==> config.mk <==
export PLATFORM = sky130hd
export DESIGN_NAME = pc_fetch_flat
export DESIGN_NICKNAME = d
export VERILOG_FILES = /design/src/rtl/cpu_pkg.sv /design/src/rtl/pc_fetch_if.sv /design/src/rtl/pc_reg.sv /design/src/rtl/pc_fetch.sv /design/src/flat_wrapper.sv
export SDC_FILE = /design/constraint.sdc
export NUM_CORES = 1
export LEC_CHECK = 0
export CAP_MARGIN = 20
export CORE_ASPECT_RATIO = 1.25
export CORE_MARGIN = 4
export CORE_UTILIZATION = 33
export DETAILED_ROUTE_END_ITERATION = 10
export GPL_TIMING_DRIVEN = 0
export PLACE_DENSITY = 0.69
export SETUP_SLACK_MARGIN = 0.02
export SYNTH_ARGS = -nofsm -noshare
export SYNTH_HDL_FRONTEND = slang
export SYNTH_SLANG_ARGS = --single-unit
==> constraint.sdc <==
create_clock -name clk -period 3.49 [get_ports clk]
set_input_delay 0.349 -clock clk [delete_from_list [all_inputs] [get_ports clk]]
set_output_delay 0.349 -clock clk [all_outputs]
set_load 0.01 [all_outputs]
==> src/rtl/cpu_pkg.sv <==
// Shared definitions for the PC/fetch path: FSM encoding, reset PC and instruction field bounds.
package cpu_pkg;
    localparam int PC_W        = 30;
    localparam int INSTR_W     = 32;
    localparam int TARADDR_MSB = 25;
    localparam int IMM_MSB     = 15;

    localparam logic [PC_W-1:0] RESET_PC_DEF = 30'h0000_0C00;

    typedef enum logic [1:0] {
        IDLE  = 2'd0,
        FETCH = 2'd1,
        ISSUE = 2'd2
    } state_e;
endpackage

==> src/rtl/pc_fetch_if.sv <==
// Fetch-unit bundle: imem request/ack, decode valid/ready and the npc exchange.
interface pc_fetch_if;
    import cpu_pkg::*;

    logic [PC_W-1:0]        newpc;
    logic [PC_W-1:0]        pcout;
    logic                   imem_req;
    logic [PC_W-1:0]        imem_addr;
    logic                   imem_ack;
    logic [INSTR_W-1:0]     imem_rdata;
    logic [INSTR_W-1:0]     instr;
    logic                   instr_valid;
    logic                   instr_ready;
    logic [TARADDR_MSB:0]   taraddr;
    logic [IMM_MSB:0]       imm;
    logic [31:0]            retire_cnt;

    modport master (
        input  newpc, imem_ack, imem_rdata, instr_ready,
        output pcout, imem_req, imem_addr, instr, instr_valid, taraddr, imm, retire_cnt
    );

    modport slave (
        output newpc, imem_ack, imem_rdata, instr_ready,
        input  pcout, imem_req, imem_addr, instr, instr_valid, taraddr, imm, retire_cnt
    );
endinterface

==> src/rtl/pc_reg.sv <==
// Word-PC register: async reset to a fixed value, loads only when enabled.
module pc_reg
    import cpu_pkg::*;
#(
    parameter logic [PC_W-1:0] RESET_VAL = RESET_PC_DEF
) (
    input  logic            clk,
    input  logic            rst,
    input  logic            ld_i,
    input  logic [PC_W-1:0] d_i,
    output logic [PC_W-1:0] q_o
);
    logic [PC_W-1:0] pc_q;

    always_ff @(posedge clk or posedge rst) begin
        if (rst)       pc_q <= RESET_VAL;
        else if (ld_i) pc_q <= d_i;
    end

    assign q_o = pc_q;
endmodule

==> src/rtl/pc_fetch.sv <==
// PC + instruction fetch unit: alternates imem fetch and decode issue, retiring into npc's newpc.
module pc_fetch
    import cpu_pkg::*;
#(
    parameter logic [PC_W-1:0] RESET_PC = RESET_PC_DEF
) (
    input  logic        clk,
    input  logic        rst,
    pc_fetch_if.master  bus
);
    state_e               state_q, state_d;
    logic                 req_q, req_d;
    logic                 vld_q, vld_d;
    logic [INSTR_W-1:0]   instr_q;
    logic [31:0]          retire_cnt_q;
    logic                 instr_ld;
    logic                 retire;
    logic [PC_W-1:0]      pc_q;

    always_comb begin
        state_d  = state_q;
        req_d    = req_q;
        vld_d    = vld_q;
        instr_ld = 1'b0;
        retire   = 1'b0;
        unique case (state_q)
            IDLE: begin
                state_d = FETCH;
                req_d   = 1'b1;
            end
            FETCH: begin
                if (bus.imem_ack) begin
                    instr_ld = 1'b1;
                    req_d    = 1'b0;
                    vld_d    = 1'b1;
                    state_d  = ISSUE;
                end
            end
            ISSUE: begin
                if (bus.instr_ready) begin
                    retire  = 1'b1;
                    vld_d   = 1'b0;
                    req_d   = 1'b1;
                    state_d = FETCH;
                end
            end
            default: begin
                state_d = IDLE;
                req_d   = 1'b0;
                vld_d   = 1'b0;
            end
        endcase
    end

    always_ff @(posedge clk or posedge rst) begin
        if (rst) begin
            state_q      <= IDLE;
            req_q        <= 1'b0;
            vld_q        <= 1'b0;
            instr_q      <= '0;
            retire_cnt_q <= '0;
        end else begin
            state_q <= state_d;
            req_q   <= req_d;
            vld_q   <= vld_d;
            if (instr_ld) instr_q      <= bus.imem_rdata;
            if (retire)   retire_cnt_q <= retire_cnt_q + 32'd1;
        end
    end

    // newpc is only trusted at retire; npc has had the whole ISSUE stall to settle
    pc_reg #(.RESET_VAL(RESET_PC)) u_pc (
        .clk  (clk),
        .rst  (rst),
        .ld_i (retire),
        .d_i  (bus.newpc),
        .q_o  (pc_q)
    );

    assign bus.pcout       = pc_q;
    assign bus.imem_addr   = pc_q;
    assign bus.imem_req    = req_q;
    assign bus.instr       = instr_q;
    assign bus.instr_valid = vld_q;
    assign bus.taraddr     = instr_q[TARADDR_MSB:0];
    assign bus.imm         = instr_q[IMM_MSB:0];
    assign bus.retire_cnt  = retire_cnt_q;
endmodule

==> src/flat_wrapper.sv <==
// flat-port wrapper written by rule: the top's interface ports become plain ports
module pc_fetch_flat import cpu_pkg::*;
#(
    parameter logic [PC_W-1:0] RESET_PC = RESET_PC_DEF
)
  (clk, rst, bus_newpc, bus_imem_ack, bus_imem_rdata, bus_instr_ready, bus_pcout, bus_imem_req, bus_imem_addr, bus_instr, bus_instr_valid, bus_taraddr, bus_imm, bus_retire_cnt);
  pc_fetch_if bus_i ();
  input  logic clk;
  input  logic rst;
  input wire logic [$bits(bus_i.newpc)-1:0] bus_newpc;
  input wire logic [$bits(bus_i.imem_ack)-1:0] bus_imem_ack;
  input wire logic [$bits(bus_i.imem_rdata)-1:0] bus_imem_rdata;
  input wire logic [$bits(bus_i.instr_ready)-1:0] bus_instr_ready;
  output wire logic [$bits(bus_i.pcout)-1:0] bus_pcout;
  output wire logic [$bits(bus_i.imem_req)-1:0] bus_imem_req;
  output wire logic [$bits(bus_i.imem_addr)-1:0] bus_imem_addr;
  output wire logic [$bits(bus_i.instr)-1:0] bus_instr;
  output wire logic [$bits(bus_i.instr_valid)-1:0] bus_instr_valid;
  output wire logic [$bits(bus_i.taraddr)-1:0] bus_taraddr;
  output wire logic [$bits(bus_i.imm)-1:0] bus_imm;
  output wire logic [$bits(bus_i.retire_cnt)-1:0] bus_retire_cnt;
  assign bus_i.newpc = bus_newpc;
  assign bus_i.imem_ack = bus_imem_ack;
  assign bus_i.imem_rdata = bus_imem_rdata;
  assign bus_i.instr_ready = bus_instr_ready;
  assign bus_pcout = bus_i.pcout;
  assign bus_imem_req = bus_i.imem_req;
  assign bus_imem_addr = bus_i.imem_addr;
  assign bus_instr = bus_i.instr;
  assign bus_instr_valid = bus_i.instr_valid;
  assign bus_taraddr = bus_i.taraddr;
  assign bus_imm = bus_i.imm;
  assign bus_retire_cnt = bus_i.retire_cnt;
  pc_fetch #(.RESET_PC(RESET_PC)) u_core (.clk(clk), .rst(rst), .bus(bus_i));
endmodule
==> impl_metrics.env, run 1 <==
export IMPL_yosysUniqueCellTypes=30
export IMPL_multiInputGateArea_sq_um=1450
export IMPL_synth_area_per_cell_sq_um=10.8
export IMPL_internal_power_mw=4.11
export IMPL_core_sq_um=13300
export IMPL_numCtsBuffers=9
export IMPL_path_class="reg -> out"
export IMPL_cts_setup_buffers=0
export IMPL_syn_nets=482
export IMPL_synthFlopType="dfrtp_1"
export IMPL_core_rowCount=47
export IMPL_power_frac_clock=0.158
export IMPL_yosys_area_top_type="dfrtp_1"
export IMPL_nNetsFinal=727
export IMPL_vdd_ir_drop_max_uv=457
export IMPL_globalplace_congestion=0.793
export IMPL_routedWlPerCell_microns=14.5
export IMPL_io_pins=234
export IMPL_ys_seq_area_frac=0.542
export IMPL_antenna_found_initial=0
export IMPL_power_leakage_nw=3.25
export IMPL_synth_area_leaders="dfrtp_1, buf_4, nand2_1"
export IMPL_mostFrequentLayoutCells="clkdlybuf4s50_1, nand2_1, dfrtp_1"
export IMPL_die_area_sq_um=15500
export IMPL_fmax_mhz=530
export IMPL_async_reset_ff_frac=1.00
export IMPL_vias=3677
export IMPL_switchingPower_mw=1.91
export IMPL_worst_pin_slew_ns=0.720
export IMPL_worstPathRequired_ns=3.14
export IMPL_cts_hold_buf=0
export IMPL_combinationalPowerShare=0.530
export IMPL_totalWireLength_microns=12200
export IMPL_grt_overflow_total=0
export IMPL_grt_pass1_wl_microns=19900
export IMPL_p_sw_frac=0.318
export IMPL_design_area_sq_um=7350
export IMPL_diodes=0
export IMPL_power_density_nw_per_um2=819
export IMPL_cts_tree="yes"
export IMPL_worst_setup_path_start_kind="flop"
export IMPL_die_w_microns=112
export IMPL_vias_per_cell=4.40
export IMPL_final_period_utilization=0.541
export IMPL_syn_area_sq_um=4490
export IMPL_max_cap_viol_count=0
export IMPL_io_buffer_count=233
export IMPL_setup_viol=0
export IMPL_seq_area_sq_um=2430
export IMPL_stdcell_count=836
export IMPL_seq_power_share=0.312
export IMPL_yosys_register_bits=97
export IMPL_dpl_hpwl_microns=9580
export IMPL_ff2ff_path_depth=4
export IMPL_hold_ws_ns=0.419
export IMPL_nFillCells=1216
export IMPL_drcViolationCount=0
export IMPL_cts_sinks=97
export IMPL_drt_iter0_markers=80
export IMPL_finClkSkew_ns=0.00919
export IMPL_slew_headroom=0.516
export IMPL_worstPathArrival_ns=1.54
export IMPL_cts_resized=0
export IMPL_area_delta_synth_final_pct=63.9
export IMPL_ant_nets=0
export IMPL_grt_pass1_vias=3843
export IMPL_grt_max_degree=59
export IMPL_dr_pass1_iters=4
export IMPL_clkSlewWorstSetupHoldPaths_ns=0.07
export IMPL_synth_top_area_frac=0.530
export IMPL_yosysWarnings=0
export IMPL_status="finished, final reports clean"
export IMPL_ctsLongestPathBuffers=2
export IMPL_slew_viol_final=0
export IMPL_grt_usage=0.157
export IMPL_cts_root_buf="clkbuf_16"
export IMPL_synth_cells=415
export IMPL_cp_max_fo=3
export IMPL_final_common_cell="clkdlybuf4s50_1"
export IMPL_crit_path_end_kind="output pin"
export IMPL_hold_viol=0
export IMPL_htreeDepth=3
export IMPL_hp_class="in -> async"
export IMPL_min_period_ns=1.89
export IMPL_postPlaceCellArea_sq_um=7060
export IMPL_place_inst=820
export IMPL_die_h_microns=138
export IMPL_drive_gt1_frac=0.203
export IMPL_rsz0062_at_grt="no"
export IMPL_start_util=0.338
export IMPL_synth_edff_count=0
export IMPL_worst_skew_pair_late_latency_ns=0.34
==> stage by stage <==
stage / setup TNS, ns / power (mW) / util / setup WS (ns)
6_report: 0 / 6.02 / 0.553 / 1.60
5_1_grt: 0 / 6.38 / 0.553 / 1.43
4_1_cts: 0 / 6.12 / 0.553 / 1.58
2_1_floorplan: 0 / 3.27 / - / 0.611
3_5_place_dp: 0 / 5.14 / 0.531 / 1.30
3_3_place_gp: -79.33 / 5.05 / 0.529 / -0.842
==> logic make-up after synthesis <==
| logic type | after synthesis | synth area share |
|---|---|---|
| buffers and inverters | 88 | 0.136 |
| and+or+nand+nor | 162 | 0.174 |
| DFF | 97 | 0.542 |
| adders and majority gates | 1 | 0.00279 |
| AOI/OAI and AO/OA | 4 | 0.00446 |
| muxes | 32 | 0.0803 |
| xor gates and xnor gates | 31 | 0.0605 |
==> final cells by class <==
class | instances | area share
inverters | 5 | 0.00289
flip-flops and latches | 97 | 0.330
well taps | 171 | 0.0291
multi-input cells | 230 | 0.197
clock inverters | 7 | 0.00868
plain buffers | 83 | 0.0807
repair buffers | 234 | 0.321
clock buffers | 9 | 0.0306
==> registers in the layout, indices dropped and copies added, names as in the netlist <==
name                    count
u_core.bus.instr           32
u_core.bus.instr_valid      1
u_core.state_q              2
u_core.bus.retire_cnt      32
u_core.u_pc.q_o            30
==> critical path, cell delays in order (launching register included) <==
cell and delay, ns:
dfstp_2 0.56, buf_4 0.11, clkdlybuf4s50_1 0.54
==> path summary, 6_finish.rpt <==
check                                     startpoint                   endpoint  slack [ns]
max                              u_core.u_pc.q_o[11]              bus_pcout[11]        1.60
min                                              rst       u_core.bus.instr[27]        0.42
max reg2reg                u_core.bus.retire_cnt[12]  u_core.bus.retire_cnt[30]        1.61
min reg2reg                u_core.bus.retire_cnt[31]  u_core.bus.retire_cnt[31]        0.47
max in group asynchronous                        rst        u_core.u_pc.q_o[10]        2.37
min in group clk           u_core.bus.retire_cnt[31]  u_core.bus.retire_cnt[31]        0.47
==> cells in the mapped netlist (all sizes together) (5+ instances only) <==
cell type  count
inv            5
mux2          32
nand3         13
nand2        106
nand4         13
xnor2         25
dfrtp         95
nor2          10
xor2           6
clkbuf         9
nor4           7
buf           74
==> power by group through the flow <==
stage | Clock [mW] | Combinational (mW) | Sequential [mW]
after floorplan | 0 | 1.27 | 2.00
after global placement | 0 | 3.18 | 1.88
after detailed placement | 0 | 3.24 | 1.90
after CTS | 0.984 | 3.25 | 1.89
after global routing | 1.03 | 3.39 | 1.95
final | 0.953 | 3.19 | 1.88
==> metal layers <==
| metal | GRT usage | routed length, microns | part of all wire | up-vias |
|---|---|---|---|---|
| met4 | 0.0361 | 108 | 0.0089 | 0 |
| li1 | - | - | - | 1763 |
| met3 | 0.0476 | 773 | 0.064 | 11 |
| met2 | 0.280 | 6400 | 0.53 | 133 |
| met1 | 0.185 | 4880 | 0.40 | 1770 |
| met5 | 0 | 0 | 0 | - |
Power figures use the tool's default switching activity.
==> inputs of run 2 (changes only) <==
--- a/config.mk
+++ b/config.mk
@@ -11,7 +11,7 @@
 export CORE_UTILIZATION = 33
 export DETAILED_ROUTE_END_ITERATION = 10
 export GPL_TIMING_DRIVEN = 0
-export PLACE_DENSITY = 0.69
+export PLACE_DENSITY = 0.72
 export SETUP_SLACK_MARGIN = 0.02
 export SYNTH_ARGS = -nofsm -noshare
 export SYNTH_HDL_FRONTEND = slang
==> constraint.sdc (replaced) <==
create_clock -name clk -period 1.6 [get_ports clk]
set_input_delay 0.16 -clock clk [delete_from_list [all_inputs] [get_ports clk]]
set_output_delay 0.16 -clock clk [all_outputs]
set_load 0.01 [all_outputs]
==> run 2 against run 1 <==
Against the previous run: global-route usage grew 0.21 points; sequential power grew 120%; largest power group unchanged; non-clock buffer count grew 29; cell area grew 6.4%; count of clock-buffer cells in the layout grew 1; final cell count grew 3.5%; register-to-register slack lost 1.6 ns; the run now ends with setup timing left.
==> impl_metrics.env, run 2 (same netlist as run 1, synthesis figures left out) <==
export IMPL_stdcell_count=865
export IMPL_mostFrequentLayoutCells="clkdlybuf4s50_1, nand2_1, buf_4"
export IMPL_max_cap_viol_count=0
export IMPL_worst_pin_slew_ns=0.525
export IMPL_grt_overflow_total=0
export IMPL_worst_skew_pair_late_latency_ns=0.34
export IMPL_slew_headroom=0.648
export IMPL_io_buffer_count=233
export IMPL_ant_nets=0
export IMPL_vias=3800
export IMPL_hold_viol=0
export IMPL_critPathBufInv=2
export IMPL_totalWireLength_microns=12700
export IMPL_cp_cell_sequence="nand3b_1 -> buf_6 -> nor4_4 -> buf_4 -> nand4_1 -> xnor2_1"
export IMPL_final_util=0.589
export IMPL_rsz0062_at_grt="yes"
export IMPL_vias_per_cell=4.39
export IMPL_worst_setup_path_start_kind="flop"
export IMPL_setup_viol=2
export IMPL_grt_max_degree=44
export IMPL_status="finished with violations"
export IMPL_die_w_microns=112
export IMPL_power_leakage_nw=3.83
export IMPL_nNetsFinal=756
export IMPL_cts_sinks=97
export IMPL_cts_hold_buf=0
export IMPL_final_period_utilization=1.01
export IMPL_power_mw=13.5
export IMPL_path_delay_family="simple AND/OR/NAND/NOR gates"
export IMPL_worstPathRequired_ns=1.83
export IMPL_place_inst=821
export IMPL_cts_root_buf="clkbuf_16"
export IMPL_nFillCells=1146
export IMPL_failed_checks="setup timing"
export IMPL_clkSlewWorstSetupHoldPaths_ns=0.07
export IMPL_fmax_mhz=621
export IMPL_path_class="reg -> reg"
export IMPL_grt_pass1_vias=3965
export IMPL_dp_slack_ns=-0.347
export IMPL_core_rowCount=47
export IMPL_drcViolationCount=0
export IMPL_slew_viol_final=0
export IMPL_ctsLongestPathBuffers=2
export IMPL_cp_max_fo=6
export IMPL_grt_pass1_wl_microns=20300
export IMPL_die_area_sq_um=15500
export IMPL_antenna_found_initial=0
export IMPL_crit_path_end_kind="flop"
export IMPL_final_common_cell="clkdlybuf4s50_1"
export IMPL_drt_iter0_markers=73
export IMPL_finClkSkew_ns=0.0109
export IMPL_crit_path_top_delay_cell="dfrtp_2"
export IMPL_cts_tree="yes"
export IMPL_vdd_ir_drop_max_uv=965
export IMPL_core_sq_um=13300
export IMPL_slowest_delay_ns=0.43
export IMPL_dpl_hpwl_microns=9690
export IMPL_dr_pass1_iters=4
export IMPL_drive_gt1_frac=0.274
export IMPL_grt_usage=0.159
export IMPL_area_delta_synth_final_pct=74.4
export IMPL_start_util=0.338
export IMPL_routedWlPerCell_microns=14.7
export IMPL_io_pins=234
export IMPL_htreeDepth=3
export IMPL_die_h_microns=138
export IMPL_power_density_nw_per_um2=1730
export IMPL_min_period_ns=1.61
export IMPL_worstPathArrival_ns=1.84
export IMPL_worst_slack_ns=-0.00946
export IMPL_globalplace_congestion=0.777
export IMPL_numCtsBuffers=9
export IMPL_diodes=0
export IMPL_hp_class="in -> async"
==> run 2: cell types whose count changed in the layout (fill, tap and decap cells not counted), moves of 5 or more <==
| cell | change |
|---|---|
| dfrtp_2 | +6 |
| nor4_4 | +5 |
| dlymetal6s2s_1 | +28 |
| clkbuf_2 | +5 |
| clkdlybuf4s50_1 | -35 |
| dlygate4sd2_1 | +7 |
| dfrtp_1 | -6 |
| buf_4 | +26 |
| clkbuf_1 | -7 |
==> run 2: stage by stage <==
step	instance area, sq um	hold WS, ns	TNS, ns
after floorplan	4500	0.243	-0.0503
after global placement	7050	0.458	-84.41
after detailed placement	7090	0.457	-21.59
after CTS	7590	0.215	-0.123
after global routing	7830	0.241	-1.15
final	7830	0.211	-0.0143
==> run 2: report_power, final <==
group          total, mW  switching, mW  internal (mW)
sequential          4.09          0.776           3.31
combinational       7.15           2.49           4.66
clock               2.30          0.926           1.38
==> run 2: per-layer routing <==
metal  vias up  wire length, microns  GRT usage
li1       1824                     -          -
met1      1814                  4870      0.182
met2       147                  6730      0.286
met3        15                   871     0.0389
met4         0                   257     0.0570
met5         -                     0          0
==> run 2: final cells by class <==
cell class,count,area [sq um],share of cell area
inverter,5,22.5,0.00288
buffer,83,614,0.0785
clock inverter,6,91.3,0.0117
sequential,97,2440,0.311
timing repair buffer,263,2650,0.338
tap,171,214,0.0273
multi-input combinational,230,1570,0.201
clock buffer,10,229,0.0293
==> run 2: worst paths after layout <==
path / startpoint / slack, ns / endpoint / cells past startpoint
setup reg to reg: u_core.state_q[0] / -0.009 / u_core.bus.retire_cnt[23] / 6
max in group asynchronous: rst / 0.78 / u_core.u_pc.q_o[10] / 3
hold / removal: rst / 0.21 / u_core.bus.retire_cnt[22] / 2
setup / recovery: u_core.state_q[0] / -0.009 / u_core.bus.retire_cnt[23] / 6
min in group clk: bus_newpc[10] / 0.32 / u_core.u_pc.q_o[10] / 3
hold reg to reg: u_core.u_pc.q_o[10] / 0.47 / u_core.u_pc.q_o[10] / 2
==> run 2: timing repair <==
item | in CTS | in global routing
setup endpoints to repair | 65 | 108
pin swaps | 9 | 14
buffers inserted | 15 | 13
gates resized for setup | 26 | 55
==> inputs of run 3 (changes only) <==
--- a/config.mk
+++ b/config.mk
@@ -11,8 +11,9 @@
 export CORE_UTILIZATION = 33
 export DETAILED_ROUTE_END_ITERATION = 10
 export GPL_TIMING_DRIVEN = 0
-export PLACE_DENSITY = 0.72
+export PLACE_DENSITY = 0.78
 export SETUP_SLACK_MARGIN = 0.02
+export SKIP_CTS_REPAIR_TIMING = 1
 export SYNTH_ARGS = -nofsm -noshare
 export SYNTH_HDL_FRONTEND = slang
 export SYNTH_SLANG_ARGS = --single-unit
==> run 3 against run 2 <==
Against the previous run: the run still ends with setup timing left; via count up 1.7%; sequential share of layout area hardly changed; sequential power is essentially flat; setup slack got worse by 0.089 ns; non-clock buffer count down 1; critical path depth is the same; global-route usage rose by 0.11 points; register-to-register slack got worse by 0.09 ns; total power decreased by 1.4%; cell area is 0.32% higher; first-iteration DRC count increased by 21%; worst hold slack gained 0.014 ns.
==> impl_metrics.env, run 3 (same netlist as run 1, synthesis figures left out) <==
export IMPL_status="finished with violations"
export IMPL_failed_checks="setup timing"
export IMPL_ff2ff_path_depth=6
export IMPL_totalWireLength_microns=13300
export IMPL_grt_pass1_vias=4034
export IMPL_dpl_hpwl_microns=10000
export IMPL_ant_nets=0
export IMPL_area_delta_synth_final_pct=75.0
export IMPL_core_rowCount=47
export IMPL_grt_overflow_total=0
export IMPL_die_h_microns=138
export IMPL_mostFrequentLayoutCells="clkdlybuf4s50_1, nand2_1, buf_4"
export IMPL_antenna_found_initial=0
export IMPL_slowest_delay_ns=0.43
export IMPL_dr_pass1_iters=4
export IMPL_ctsLongestPathBuffers=2
export IMPL_cts_root_buf="clkbuf_16"
export IMPL_reg2reg_to="u_core.bus.retire_cnt[17]"
export IMPL_final_common_cell="clkdlybuf4s50_1"
export IMPL_grt_pass1_wl_microns=20600
export IMPL_slew_viol_final=0
export IMPL_rr_startpoint="u_core.state_q[0]"
export IMPL_dp_slack_ns=-0.400
export IMPL_vdd_ir_drop_max_uv=926
export IMPL_cts_sinks=97
export IMPL_cp_startpoint="u_core.state_q[0]"
export IMPL_drt_iter0_markers=88
export IMPL_cp_cell_sequence="nand3b_1 -> buf_6 -> nor4_4 -> buf_4 -> nand4_1 -> xnor2_1"
export IMPL_worstPathRequired_ns=1.81
export IMPL_worstPathArrival_ns=1.91
export IMPL_worst_setup_path_start_kind="flop"
export IMPL_path_delay_family="simple AND/OR/NAND/NOR gates"
export IMPL_rrSetupSlack_ns=-0.1
export IMPL_finClkSkew_ns=0.0104
export IMPL_htreeDepth=3
export IMPL_hold_viol=0
export IMPL_clkSlewWorstSetupHoldPaths_ns=0.07
export IMPL_path_class="reg -> reg"
export IMPL_io_pins=234
export IMPL_critPathBufInv=2
export IMPL_nNetsFinal=755
export IMPL_final_period_utilization=1.06
export IMPL_min_period_ns=1.70
export IMPL_worst_pin_slew_ns=0.542
export IMPL_grt_usage=0.160
export IMPL_diodes=0
export IMPL_final_util=0.591
export IMPL_vias_per_cell=4.47
export IMPL_worst_slack_ns=-0.0980
export IMPL_cts_tree="yes"
export IMPL_routedWlPerCell_microns=15.4
export IMPL_crit_path_end_kind="flop"
export IMPL_vias=3864
export IMPL_globalplace_congestion=0.814
export IMPL_numCtsBuffers=9
export IMPL_power_leakage_nw=3.96
export IMPL_crit_path_top_delay_cell="dfrtp_2"
export IMPL_hp_class="in -> async"
export IMPL_io_buffer_count=233
export IMPL_drive_gt1_frac=0.281
export IMPL_die_w_microns=112
export IMPL_die_area_sq_um=15500
export IMPL_rsz0062_at_grt="yes"
export IMPL_worst_skew_pair_late_latency_ns=0.34
export IMPL_core_sq_um=13300
export IMPL_cp_max_fo=6
export IMPL_fmax_mhz=589
export IMPL_max_cap_viol_count=0
export IMPL_power_density_nw_per_um2=1700
export IMPL_setup_viol=8
export IMPL_start_util=0.338
export IMPL_slew_headroom=0.638
export IMPL_grt_max_degree=45
export IMPL_drcViolationCount=0
-- run 3: cell types whose count changed in the layout (fill, tap and decap cells not counted), sizes merged, moves of 2 or more --
cell,previous run,this run
buf,104,106
dlygate4sd2,7,0
inv,5,8
bufinv,2,0
clkbuf,19,15
dlymetal6s2s,28,37
clkdlybuf4s50,198,196
-- run 3: metal layers --
layer  track usage  part of all wire  vias up  wire length (microns)
met5             0                 0        -                      0
met4        0.0323            0.0098        0                    131
met3        0.0455             0.063       14                    843
met2         0.296              0.55      159                   7280
met1         0.183              0.38     1865                   5090
li1              -                 -     1826                      -
-- run 3: final cells by class --
cell class | instances | area [sq um]
multi-input cells | 230 | 1590
clock buffers | 9 | 225
well taps | 171 | 214
flip-flops and latches | 97 | 2440
inverters | 5 | 22.5
clock inverters | 7 | 62.6
fillers | 1098 | 5440
plain buffers | 83 | 618
repair buffers | 262 | 2680
-- run 3: where the power goes --
group	internal [mW]	leakage, nW	total, mW	switching, mW
combinational	4.68	2.62	7.17	2.49
clock	1.09	0.138	2.07	0.980
sequential	3.32	1.20	4.12	0.798
total	9.09	3.96	13.4	4.27
-- run 3: through the flow --
step	setup TNS (ns)	hold WS (ns)	instance area (sq um)	power (mW)	std cells
2_1_floorplan	-0.0503	0.243	4500	7.14	415
4_1_cts	-6.43	0.231	7380	13.4	837
5_1_grt	-2.60	0.262	7850	14.1	864
3_3_place_gp	-80.76	0.461	7050	11.0	819
6_report	-0.305	0.224	7850	13.4	864
3_5_place_dp	-19.79	0.469	7090	11.3	821
-- run 3: how the worst max path moves through the flow --
stage / endpoint / slack [ns] / cells past startpoint
floorplan: u_core.bus.retire_cnt[20] / -0.03 / 6
global placement: u_core.state_q[0] / -0.80 / 2
detailed placement: u_core.bus.retire_cnt[17] / -0.40 / 6
CTS: u_core.bus.retire_cnt[17] / -0.26 / 4
global route: u_core.bus.retire_cnt[17] / -0.17 / 6
finish: u_core.bus.retire_cnt[17] / -0.1 / 6
-- run 3: worst register-to-register path, delay by kind of cell (launching register included) --
family	cells	cell delay (ns)
and+or+nand+nor	3	0.62
DFF	1	0.43
buffers and inverters	2	0.37
xor gates and xnor gates	1	0.16
